### config.mk
export PLATFORM = sky130hd
export DESIGN_NAME = col_mac_array
export DESIGN_NICKNAME = d
export VERILOG_FILES = /design/src/rtl/col_mac_pkg.sv /design/src/rtl/col_mac_lane.sv /design/src/rtl/col_mac_array.sv
export SDC_FILE = /design/constraint.sdc
export NUM_CORES = 1
export LEC_CHECK = 0
export CORE_AREA = 5 5 229 231
export DETAILED_ROUTE_END_ITERATION = 10
export DIE_AREA = 0 0 234 236
export GPL_TIMING_DRIVEN = 0
export PLACE_DENSITY = 0.72
export SYNTH_ARGS = -nofsm -noshare
export SYNTH_HDL_FRONTEND = slang
export SYNTH_SLANG_ARGS = --single-unit
### constraint.sdc
create_clock -name i_clk -period 6.3 [get_ports i_clk]
set_input_delay 0.63 -clock i_clk [delete_from_list [all_inputs] [get_ports i_clk]]
set_output_delay 0.63 -clock i_clk [all_outputs]
set_load 0.005 [all_outputs]
### src/rtl/col_mac_pkg.sv
// Shared constants and width helpers for the column MAC array and the
// partial-sum adder tree that consumes its packed lane outputs.
package col_mac_pkg;

    localparam int DEF_BIT_WIDTH     = 8;
    localparam int DEF_NO_COL_KERNEL = 5;
    localparam int DEF_ACC_GUARD     = 4;

    // Accumulator width: full signed product plus guard bits for summing beats.
    function automatic int acc_width(input int bit_width, input int guard);
        return 2 * bit_width + guard;
    endfunction

    // Kernel-column counter width; never narrower than one bit.
    function automatic int kcnt_width(input int n);
        return (n <= 2) ? 1 : $clog2(n);
    endfunction

    // Lane k of a packed column occupies bits [lane_lsb(k, w) +: w].
    function automatic int lane_lsb(input int lane, input int width);
        return lane * width;
    endfunction

    localparam int DEF_ACC_WIDTH  = acc_width(DEF_BIT_WIDTH, DEF_ACC_GUARD);
    localparam int DEF_WCOL_WIDTH = DEF_BIT_WIDTH * DEF_NO_COL_KERNEL;
    localparam int DEF_ACOL_WIDTH = DEF_ACC_WIDTH * DEF_NO_COL_KERNEL;
    localparam int DEF_KCNT_WIDTH = kcnt_width(DEF_NO_COL_KERNEL);

endpackage

### src/rtl/col_mac_lane.sv
// One lane of the column MAC: registered signed product (stage 1) feeding a
// signed accumulator (stage 2). Build option COL_MAC_SAT_EN makes the stage-2
// add saturate instead of wrapping.
module col_mac_lane
    import col_mac_pkg::*;
#(
    parameter int BIT_WIDTH = DEF_BIT_WIDTH,
    parameter int ACC_WIDTH = DEF_ACC_WIDTH
) (
    input  logic                 i_clk,
    input  logic                 i_rst_n,
    input  logic                 i_load_prod,
    input  logic                 i_acc_en,
    input  logic                 i_acc_first,
    input  logic [BIT_WIDTH-1:0] i_weight,
    input  logic [BIT_WIDTH-1:0] i_pix,
    output logic [ACC_WIDTH-1:0] o_acc
);

    localparam int PROD_W = 2 * BIT_WIDTH;

    logic signed [PROD_W-1:0]    w_w_ext;
    logic signed [PROD_W-1:0]    w_p_ext;
    logic signed [PROD_W-1:0]    w_prod;
    logic signed [PROD_W-1:0]    r_prod;
    logic signed [ACC_WIDTH-1:0] w_prod_ext;
    logic signed [ACC_WIDTH-1:0] w_sum;
    logic signed [ACC_WIDTH-1:0] w_add;
    logic signed [ACC_WIDTH-1:0] r_acc;

    assign w_w_ext    = PROD_W'($signed(i_weight));
    assign w_p_ext    = PROD_W'($signed(i_pix));
    assign w_prod     = w_w_ext * w_p_ext;
    assign w_prod_ext = ACC_WIDTH'(r_prod);
    assign w_sum      = r_acc + w_prod_ext;

`ifdef COL_MAC_SAT_EN
    localparam logic [ACC_WIDTH-1:0] ACC_MAX = {1'b0, {(ACC_WIDTH-1){1'b1}}};
    localparam logic [ACC_WIDTH-1:0] ACC_MIN = {1'b1, {(ACC_WIDTH-1){1'b0}}};

    logic w_ovf;

    // Overflow only when both addends share a sign the sum does not.
    assign w_ovf = (r_acc[ACC_WIDTH-1] == w_prod_ext[ACC_WIDTH-1]) &&
                   (w_sum[ACC_WIDTH-1] != r_acc[ACC_WIDTH-1]);
    assign w_add = w_ovf ? (r_acc[ACC_WIDTH-1] ? ACC_MIN : ACC_MAX) : w_sum;
`else
    assign w_add = w_sum;
`endif

    // Stage 1: capture the product of an accepted beat.
    always_ff @(posedge i_clk or negedge i_rst_n) begin
        if (!i_rst_n) begin
            r_prod <= '0;
        end else if (i_load_prod) begin
            r_prod <= w_prod;
        end
    end

    // Stage 2: first beat loads, later beats add onto whatever is held.
    always_ff @(posedge i_clk or negedge i_rst_n) begin
        if (!i_rst_n) begin
            r_acc <= '0;
        end else if (i_acc_en) begin
            r_acc <= i_acc_first ? w_prod_ext : w_add;
        end
    end

    assign o_acc = r_acc;

endmodule

### src/rtl/col_mac_array.sv
// Column MAC array: broadcasts one pixel across NO_COL_KERNEL weight lanes,
// accumulates per lane across beats, and emits the lane sums with the
// kernel-column index of the closing beat. Two-stage pipeline with a single
// global stall driven by output backpressure.
// Build option: COL_MAC_SAT_EN selects saturating accumulation (default wraps).
module col_mac_array
    import col_mac_pkg::*;
#(
    parameter  int BIT_WIDTH     = DEF_BIT_WIDTH,
    parameter  int NO_COL_KERNEL = DEF_NO_COL_KERNEL,
    parameter  int ACC_GUARD     = DEF_ACC_GUARD,
    localparam int ACC_WIDTH     = acc_width(BIT_WIDTH, ACC_GUARD),
    localparam int KCNT_W        = kcnt_width(NO_COL_KERNEL)
) (
    input  logic                               i_clk,
    input  logic                               i_rst_n,
    input  logic                               i_valid,
    output logic                               o_ready,
    input  logic [BIT_WIDTH*NO_COL_KERNEL-1:0] i_weight_col,
    input  logic [BIT_WIDTH-1:0]               i_pix,
    input  logic                               i_first,
    input  logic                               i_last,
    input  logic                               i_new_chan,
    output logic                               o_valid,
    input  logic                               i_ready,
    output logic [ACC_WIDTH*NO_COL_KERNEL-1:0] o_acc_col,
    output logic [KCNT_W-1:0]                  o_kercol_idx
);

    localparam logic [KCNT_W-1:0] LAST_IDX = KCNT_W'(NO_COL_KERNEL - 1);

    logic              r_rst_meta;
    logic              r_rst_sync;
    logic              w_rst_n;
    logic              w_en;
    logic              w_accept;
    logic [KCNT_W-1:0] w_beat_idx;
    logic [KCNT_W-1:0] r_cnt;
    logic              r_s1_valid;
    logic              r_s1_first;
    logic              r_s1_last;
    logic [KCNT_W-1:0] r_s1_idx;
    logic              r_o_valid;
    logic [KCNT_W-1:0] r_kidx;

    // Reset asserts asynchronously, releases two clock edges later.
    always_ff @(posedge i_clk or negedge i_rst_n) begin
        if (!i_rst_n) begin
            r_rst_meta <= 1'b0;
            r_rst_sync <= 1'b0;
        end else begin
            r_rst_meta <= 1'b1;
            r_rst_sync <= r_rst_meta;
        end
    end

    assign w_rst_n    = r_rst_sync;
    assign w_en       = !(r_o_valid && !i_ready);
    assign o_ready    = w_en;
    assign w_accept   = i_valid && w_en;
    assign w_beat_idx = i_new_chan ? '0 : r_cnt;

    // Kernel-column counter: advances per accepted beat, wraps at the last column.
    always_ff @(posedge i_clk or negedge w_rst_n) begin
        if (!w_rst_n) begin
            r_cnt <= '0;
        end else if (w_accept) begin
            r_cnt <= (w_beat_idx == LAST_IDX) ? '0 : w_beat_idx + KCNT_W'(1);
        end
    end

    // Stage-1 flag pipe travelling alongside the registered products.
    always_ff @(posedge i_clk or negedge w_rst_n) begin
        if (!w_rst_n) begin
            r_s1_valid <= 1'b0;
            r_s1_first <= 1'b0;
            r_s1_last  <= 1'b0;
            r_s1_idx   <= '0;
        end else if (w_en) begin
            r_s1_valid <= i_valid;
            if (w_accept) begin
                r_s1_first <= i_first;
                r_s1_last  <= i_last;
                r_s1_idx   <= w_beat_idx;
            end
        end
    end

    // Stage-2 result flags; a landing last-beat keeps o_valid high back-to-back.
    always_ff @(posedge i_clk or negedge w_rst_n) begin
        if (!w_rst_n) begin
            r_o_valid <= 1'b0;
            r_kidx    <= '0;
        end else if (w_en) begin
            r_o_valid <= r_s1_valid && r_s1_last;
            if (r_s1_valid) begin
                r_kidx <= r_s1_idx;
            end
        end
    end

    assign o_valid      = r_o_valid;
    assign o_kercol_idx = r_kidx;

    for (genvar k = 0; k < NO_COL_KERNEL; k++) begin : g_lane
        col_mac_lane #(
            .BIT_WIDTH (BIT_WIDTH),
            .ACC_WIDTH (ACC_WIDTH)
        ) u_lane (
            .i_clk       (i_clk),
            .i_rst_n     (w_rst_n),
            .i_load_prod (w_accept),
            .i_acc_en    (w_en && r_s1_valid),
            .i_acc_first (r_s1_first),
            .i_weight    (i_weight_col[lane_lsb(k, BIT_WIDTH) +: BIT_WIDTH]),
            .i_pix       (i_pix),
            .o_acc       (o_acc_col[lane_lsb(k, ACC_WIDTH) +: ACC_WIDTH])
        );
    end

endmodule

==> results_dict.tcl, run 1 <==
set metrics [dict create \
    p_leak_nw 13.3 \
    setup_violations 0 \
    grt_max_degree 74 \
    crit_start "i_pix[3]" \
    numCtsBuffers 17 \
    drv_slew 0 \
    clock.fmax_ghz 0.170 \
    crit_arrival_ns 6.20 \
    criticalPathCategory "primary input to register" \
    clock_sinks 195 \
    period_share_pct 93.2 \
    clock_latency_ns 0.46 \
    slowest_delay_ns 0.57 \
    finalHoldViolations 0 \
    die_x_um 234 \
    grt_antenna_before_repair 1 \
    gr-total-overflow 0 \
    wire_per_inst_um 19.3 \
    die_h_um 236 \
    seq_area_sq_um 4880 \
    start_util_pct 49.7 \
    dieArea_sq_um 55200 \
    crit_required_ns 6.62 \
    cts_hold_buf 0 \
    fill_cells 4483 \
    grt_pass1_vias 21100 \
    synth-edff-count 0 \
    syn-instance-count 2815 \
    root_buffer "clkbuf_16" \
    drtPass1Iterations 5 \
    synth_top_family_by_area "adder cells" \
    io_buffer_count 153 \
    drc_errors 0 \
    initialDrtViolationCount 1553 \
    viasPerCell 5.61 \
    synth_compound_area_share_pct 13.8 \
    maxCapViolCount 0 \
    synth_seq_area_share_pct 19.7 \
    hp-class "register to asynchronous set/reset pin" \
    synthAdderAreaFrac_pct 34.8 \
    synth-simple-area-share_pct 16.7 \
    place_congestion 0.921 \
    clockBufferDepth 2 \
    clkTransAtPathRegs_ns 0.07 \
    path_cells "clkdlybuf4s50_1, clkbuf_2, clkbuf_2, nand2_1, fa_1, inv_1, fa_1, fa_1, inv_1, fa_1, inv_1, ha_1, or2_2, o21ai_0, nor3_1, a2111oi_2, a21oi_1, xnor2_2, o21ai_1" \
    clock_skew_ns 0.00804 \
    grt_first_pass_wirelength_um 115000 \
    htree_num_levels 4 \
    dp_hpwl_um 58100 \
    power_density_nw_per_um2 488 \
    crit_family "adder cells" \
    critPathLaunchType "primary input" \
    ant_nets 0 \
    crit_fanout 10 \
    std_cell_rows 82 \
    ys_seq_elements 195 \
    endpoint_kind "register" \
    drive_above_1_share_pct 3.13 \
    cts_tree "yes" \
    drt_wl_total_um 71100 \
    synth-xor-area-share_pct 4.77 \
    synthArstFlopShare_pct 100 \
    status "finished, final reports clean" \
    ios 160 \
    core_region_area_sq_um 49900 \
    r2r-start "g_lane[0].u_lane.o_acc[0]" \
    slowest_stage "clkdlybuf4s50_1" \
    ys_types 84 \
    cp_common_cell "fa_1" \
    synth_fp_nets 3392 \
    path_buf_inv 6 \
    synth_ff_type "dfrtp_1" \
    synth_area_sq_um 24800 \
    layout.nets 3567 \
    area_growth_pct 12.4 \
    vias 20600 \
    worstMarginPinSlew_ns 1.13 \
    multi_input_area_sq_um 18000 \
    rsz0062_at_grt "no" \
    avgSynthCellArea_sq_um 8.81 \
    timing.setup.tns_ns 0 \
    grtUsageTotal_pct 26.1 \
    synth.area.mux_share_pct 2.33 \
    irDropWorstVdd_v 0.000193 \
    final_util_pct 55.9 \
    finalCriticalPeriod_ns 5.87 \
    yosysWarnings 0 \
    relSlewSlack_pct 24.9 \
]
-- path summary, 6_finish.rpt --
kind,endpoint,slack [ns],cells past startpoint
worst max register to register,g_lane[0].u_lane.o_acc[16],3.15,11
max in group asynchronous,g_lane[1].u_lane.o_acc[6],4.97,2
worst min-delay path,g_lane[4].u_lane.o_acc[19],0.30,0
min in group i_clk,r_rst_sync,0.37,0
worst min register to register,g_lane[4].u_lane.o_acc[19],0.30,0
worst max-delay path,g_lane[4].u_lane.r_prod[15],0.43,19
-- per-stage QoR --
step	instance area (sq um)	hold slack (ns)	cells	total power, mW	worst slack (ns)
final	27900	0.304	3675	13.6	0.426
after global routing	27900	0.331	3674	14.9	0.180
after CTS	27900	0.313	3674	13.5	0.134
after detailed placement	27300	0.322	3643	12.3	-1.01
after global placement	27200	0.339	3640	11.9	-1.86
after floorplan	24800	0.331	2815	9.23	0.464
-- synth_stat cells, types with 24 or more instances --
master      n  area [sq um]
a21o_1     32           240
o21ai_0   137           686
a21oi_1   144           721
ha_1      242          3030
fa_1      280          5610
nand2_1   290          1090
xnor2_1    86           753
o21a_1     34           255
mux2i_1    24           240
inv_1     425          1600
and3_1     30           188
nor3_1     35           175
dfrtp_1   195          4880
nand2b_1   32           200
nor2b_1    57           357
nor2_1    113           424
clkbuf_1   79           297
o21ai_1    76           380
xor2_1     49           429
mux2_2     30           338
and2_1    212          1330
-- state kept, by name, indices dropped and copies added, names as in the netlist --
register              flops
g_lane.u_lane.o_acc     100
g_lane.u_lane.r_prod     80
o_kercol_idx              3
o_valid                   1
r_cnt                     3
r_rst_meta                1
r_rst_sync                1
r_s1_first                1
r_s1_idx                  3
r_s1_last                 1
r_s1_valid                1
-- per-layer routing --
metal / track usage, % / share of wire [%]
met3: 2.97 / 6.0
met2: 43.4 / 48
met5: 0 / 0.018
met4: 9.56 / 3.9
met1: 35.3 / 42
-- layout by cell type (no fill, tap or decap), types with 5 or more instances in the layout --
| master | n |
|---|---|
| a21boi_1 | 5 |
| nand3_1 | 22 |
| nand2b_1 | 32 |
| a31oi_1 | 13 |
| fa_1 | 280 |
| nor3_1 | 35 |
| o21a_1 | 34 |
| o21ai_1 | 76 |
| nor2b_1 | 57 |
| or3_1 | 5 |
| nor2_1 | 113 |
| dfrtp_1 | 194 |
| clkbuf_16 | 17 |
| xor2_1 | 49 |
| mux2i_1 | 24 |
| clkbuf_1 | 78 |
| nand2_1 | 290 |
| and2_1 | 212 |
| a221o_1 | 6 |
| o31ai_1 | 22 |
| nand4_1 | 7 |
| a211oi_1 | 21 |
| xnor2_1 | 85 |
| or2_2 | 7 |
| mux2_2 | 30 |
| inv_1 | 425 |
| ha_1 | 242 |
| o21ai_0 | 137 |
| buf_1 | 12 |
| o21bai_1 | 8 |
| a32oi_1 | 5 |
| a21o_1 | 32 |
| clkdlybuf4s50_1 | 152 |
| and3_1 | 30 |
| o211ai_1 | 6 |
| a21oi_1 | 144 |
-- worst register-to-register path: stages (launching register included) --
cell and delay (ns):
dfrtp_1 0.44, ha_1 0.21, inv_1 0.06, fa_1 0.37, and2b_1 0.25, o31a_1 0.23, o32ai_4 0.14, o311ai_2 0.47
inv_2 0.08, o41ai_1 0.49, xnor2_1 0.18, o21ai_1 0.07
-- area by class of cell --
cell class,instances,area share (%)
diodes,1,0.00898
plain buffers,94,1.36
clock buffers,20,1.60
clock inverters,11,0.539
inverters,426,5.74
multi-input cells,2100,64.4
flip-flops and latches,195,17.5
well taps,672,3.02
repair buffers,156,5.78
-- cells by family (layout without fill, tap and decap cells) --
logic type,after synthesis,count (layout)
AO/OA/AOI/OAI,559,559
XOR/XNOR,135,135
adder cells (fa/ha/maj),522,522
buffers and inverters,520,707
flip-flops,195,195
multiplexers,54,54
other,1,2
AND/OR/NAND/NOR,829,829
-- what timing repair did --
| item | 4_1_cts | 5_1_grt |
|---|---|---|
| buffers inserted | 0 | 0 |
| gates cloned | 0 | 0 |
| gates resized for setup | 5 | 2 |
| endpoints found under the setup margin | 2 | 1 |
-- power breakdown --
| group | switching [mW] | internal [mW] |
|---|---|---|
| clock network | 0.504 | 0.636 |
| registers | 0.728 | 1.82 |
| logic | 5.57 | 4.34 |
| total | 6.80 | 6.80 |
Note: power is estimated with default switching activity, not from simulation.
==> run 2: changes to the inputs <==
--- a/config.mk
+++ b/config.mk
@@ -10,6 +10,8 @@
 export DIE_AREA = 0 0 234 236
 export GPL_TIMING_DRIVEN = 0
 export PLACE_DENSITY = 0.72
+export SLEW_MARGIN = 20
 export SYNTH_ARGS = -nofsm -noshare
 export SYNTH_HDL_FRONTEND = slang
 export SYNTH_SLANG_ARGS = --single-unit
+export TNS_END_PERCENT = 50
==> run 2 against run 1 <==
  * Clock-buffer cell count rose by 1
  * Final area hardly changed
  * Combinational power barely moved
  * Final cell count unchanged
  * Register-to-register slack better by 0.03 ns
  * Sequential power hardly changed
  * Clock skew grew 0.0012 ns
  * Highest routed layer is now met4
==> results_dict.tcl, run 2 (synthesis gave the netlist of run 1 again) <==
set metrics [dict create \
    largest_reg_flops 100 \
    critPathLaunchType "primary input" \
    cts_tree "yes" \
    grt_pass1_vias 21300 \
    final_common_cell "inv_1" \
    start_util_pct 49.7 \
    cts_hold_buf 0 \
    die_x_um 234 \
    viasPerCell 5.62 \
    hp-class "primary input to asynchronous set/reset pin" \
    crit_arrival_ns 6.37 \
    p_leak_nw 13.3 \
    r2r-start "g_lane[0].u_lane.o_acc[0]" \
    grt_first_pass_wirelength_um 115000 \
    power_density_nw_per_um2 487 \
    irDropWorstVdd_v 0.000199 \
    grtUsageTotal_pct 26.2 \
    grt_max_degree 56 \
    worstMarginPinSlew_ns 1.12 \
    final_cell_mix "425 x inv_1, 290 x nand2_1, 280 x fa_1" \
    rr_endpoint "g_lane[0].u_lane.o_acc[16]" \
    rrSetupSlack_ns 3.18 \
    ant_nets 0 \
    htree_num_levels 4 \
    dieArea_sq_um 55200 \
    timing.hold.ws_ns 0.326 \
    initialDrtViolationCount 1584 \
    root_buffer "clkbuf_16" \
    finalHoldViolations 0 \
    gr-total-overflow 0 \
    numCtsBuffers 17 \
    wire_per_inst_um 19.3 \
    period_share_pct 95.9 \
    criticalPathCategory "primary input to register" \
    clock_latency_ns 0.46 \
    clock_sinks 195 \
    worst_r2r_path_depth 11 \
    drive_above_1_share_pct 3.10 \
    grt_antenna_before_repair 1 \
    rsz0062_at_grt "no" \
    clockBufferDepth 2 \
    die_h_um 236 \
    dp_hpwl_um 58000 \
    status "finished, final reports clean" \
    crit_fanout 10 \
    ios 160 \
    area_growth_pct 12.3 \
    place_congestion 0.921 \
    finalCriticalPeriod_ns 6.04 \
    drc_errors 0 \
    timing.setup.tns_ns 0 \
    io_buffer_count 153 \
    clock.fmax_ghz 0.166 \
    clkTransAtPathRegs_ns 0.07 \
    setup_violations 0 \
    core_region_area_sq_um 49900 \
    drt_wl_total_um 71100 \
    layout.nets 3567 \
    maxCapViolCount 0 \
    endpoint_kind "register" \
    clock_skew_ns 0.00929 \
    crit_required_ns 6.63 \
    drtPass1Iterations 7 \
    relSlewSlack_pct 25.3 \
    std_cell_rows 82 \
    vias 20600 \
    drv_slew 0 \
]
run 2: cell count changes in the layout (fill, tap and decap cells not counted), sizes merged:
cell,before,now
clkinvlp,2,3
clkinv,2,1
bufinv,3,2
clkbuf,100,101
run 2: area by class of cell:
type                       instances  area [sq um]
fill                            4512         22000
tap                              672           841
inverter                         426          1600
clock inverter                    10           123
antenna                            1          2.50
buffer                            94           380
timing repair buffer             156          1610
sequential                       195          4880
clock buffer                      21           460
multi-input combinational       2100         18000
run 2: worst max path at each step:
| stage | start | end | cells past startpoint |
|---|---|---|---|
| floorplan | r_rst_sync | g_lane[0].u_lane.o_acc[0] | 0 |
| global placement | r_rst_sync | g_lane[1].u_lane.r_prod[14] | 0 |
| detailed placement | i_pix[3] | g_lane[4].u_lane.r_prod[15] | 19 |
| CTS | i_pix[3] | g_lane[4].u_lane.r_prod[15] | 19 |
| global route | i_pix[3] | g_lane[4].u_lane.r_prod[15] | 19 |
| finish | i_pix[3] | g_lane[4].u_lane.r_prod[15] | 19 |
run 2: worst max-delay path: stages:
cell             delay [ns]
clkdlybuf4s50_1        0.58
clkbuf_2               0.33
clkbuf_2               0.39
nand2_1                0.14
fa_1                   0.55
inv_1                  0.05
fa_1                   0.49
fa_1                   0.49
inv_1                  0.05
fa_1                   0.47
inv_1                  0.04
ha_1                   0.31
or2_2                  0.33
o21ai_0                0.12
nor3_1                 0.11
a2111oi_2              0.48
a21oi_1                0.14
xnor2_1                0.54
o21ai_1                0.11
run 2: through the flow:
step                instances  area [sq um]  util, %  power (mW)  setup WS (ns)
CTS                      3674         27900     55.9        13.4         0.0965
detailed placement       3643         27300     54.7        12.3          -1.04
global route             3675         27900     55.9        14.8        0.00732
global placement         3640         27200     54.5        11.9          -1.86
floorplan                2815         24800        -        9.23          0.464
finish                   3675         27900     55.9        13.6          0.259
run 2: where the power goes:
part	leakage [nW]	total [mW]	internal, mW	switching [mW]
Sequential	2.40	2.55	1.82	0.726
Combinational	10.6	9.92	4.33	5.58
Clock	0.277	1.11	0.608	0.500
run 2: timing repair:
item / in CTS / in global routing
cloned: 0 / 0
endpoints found under the setup margin: 2 / 1
buffers inserted: 0 / 0
resized for setup: 5 / 1
endpoints found under the hold margin: 0 / 0
run 2: layer usage:
metal	vias to the layer above	part of all wire (%)	GRT usage [%]
li1	9522	-	-
met1	10200	41	34.7
met2	800	47	42.8
met3	169	7.0	4.22
met4	0	4.4	10.7
met5	-	0	0
==> run 3: changes to the inputs <==
--- a/config.mk
+++ b/config.mk
@@ -6,6 +6,7 @@
 export NUM_CORES = 1
 export LEC_CHECK = 0
 export CORE_AREA = 5 5 229 231
+export CTS_CLUSTER_SIZE = 40
 export DETAILED_ROUTE_END_ITERATION = 10
 export DIE_AREA = 0 0 234 236
 export GPL_TIMING_DRIVEN = 0
==> constraint.sdc (replaced) <==
create_clock -name i_clk -period 6.3 [get_ports i_clk]
set_input_delay 0.63 -clock i_clk [delete_from_list [all_inputs] [get_ports i_clk]]
set_output_delay 0.63 -clock i_clk [all_outputs]
set_load 0.01 [all_outputs]
==> results of run 3 <==
The final DEF is identical to that of run 2. Status: finished, final reports clean.
Main changes from that run: total power 13.6 mW -> 13.7 mW
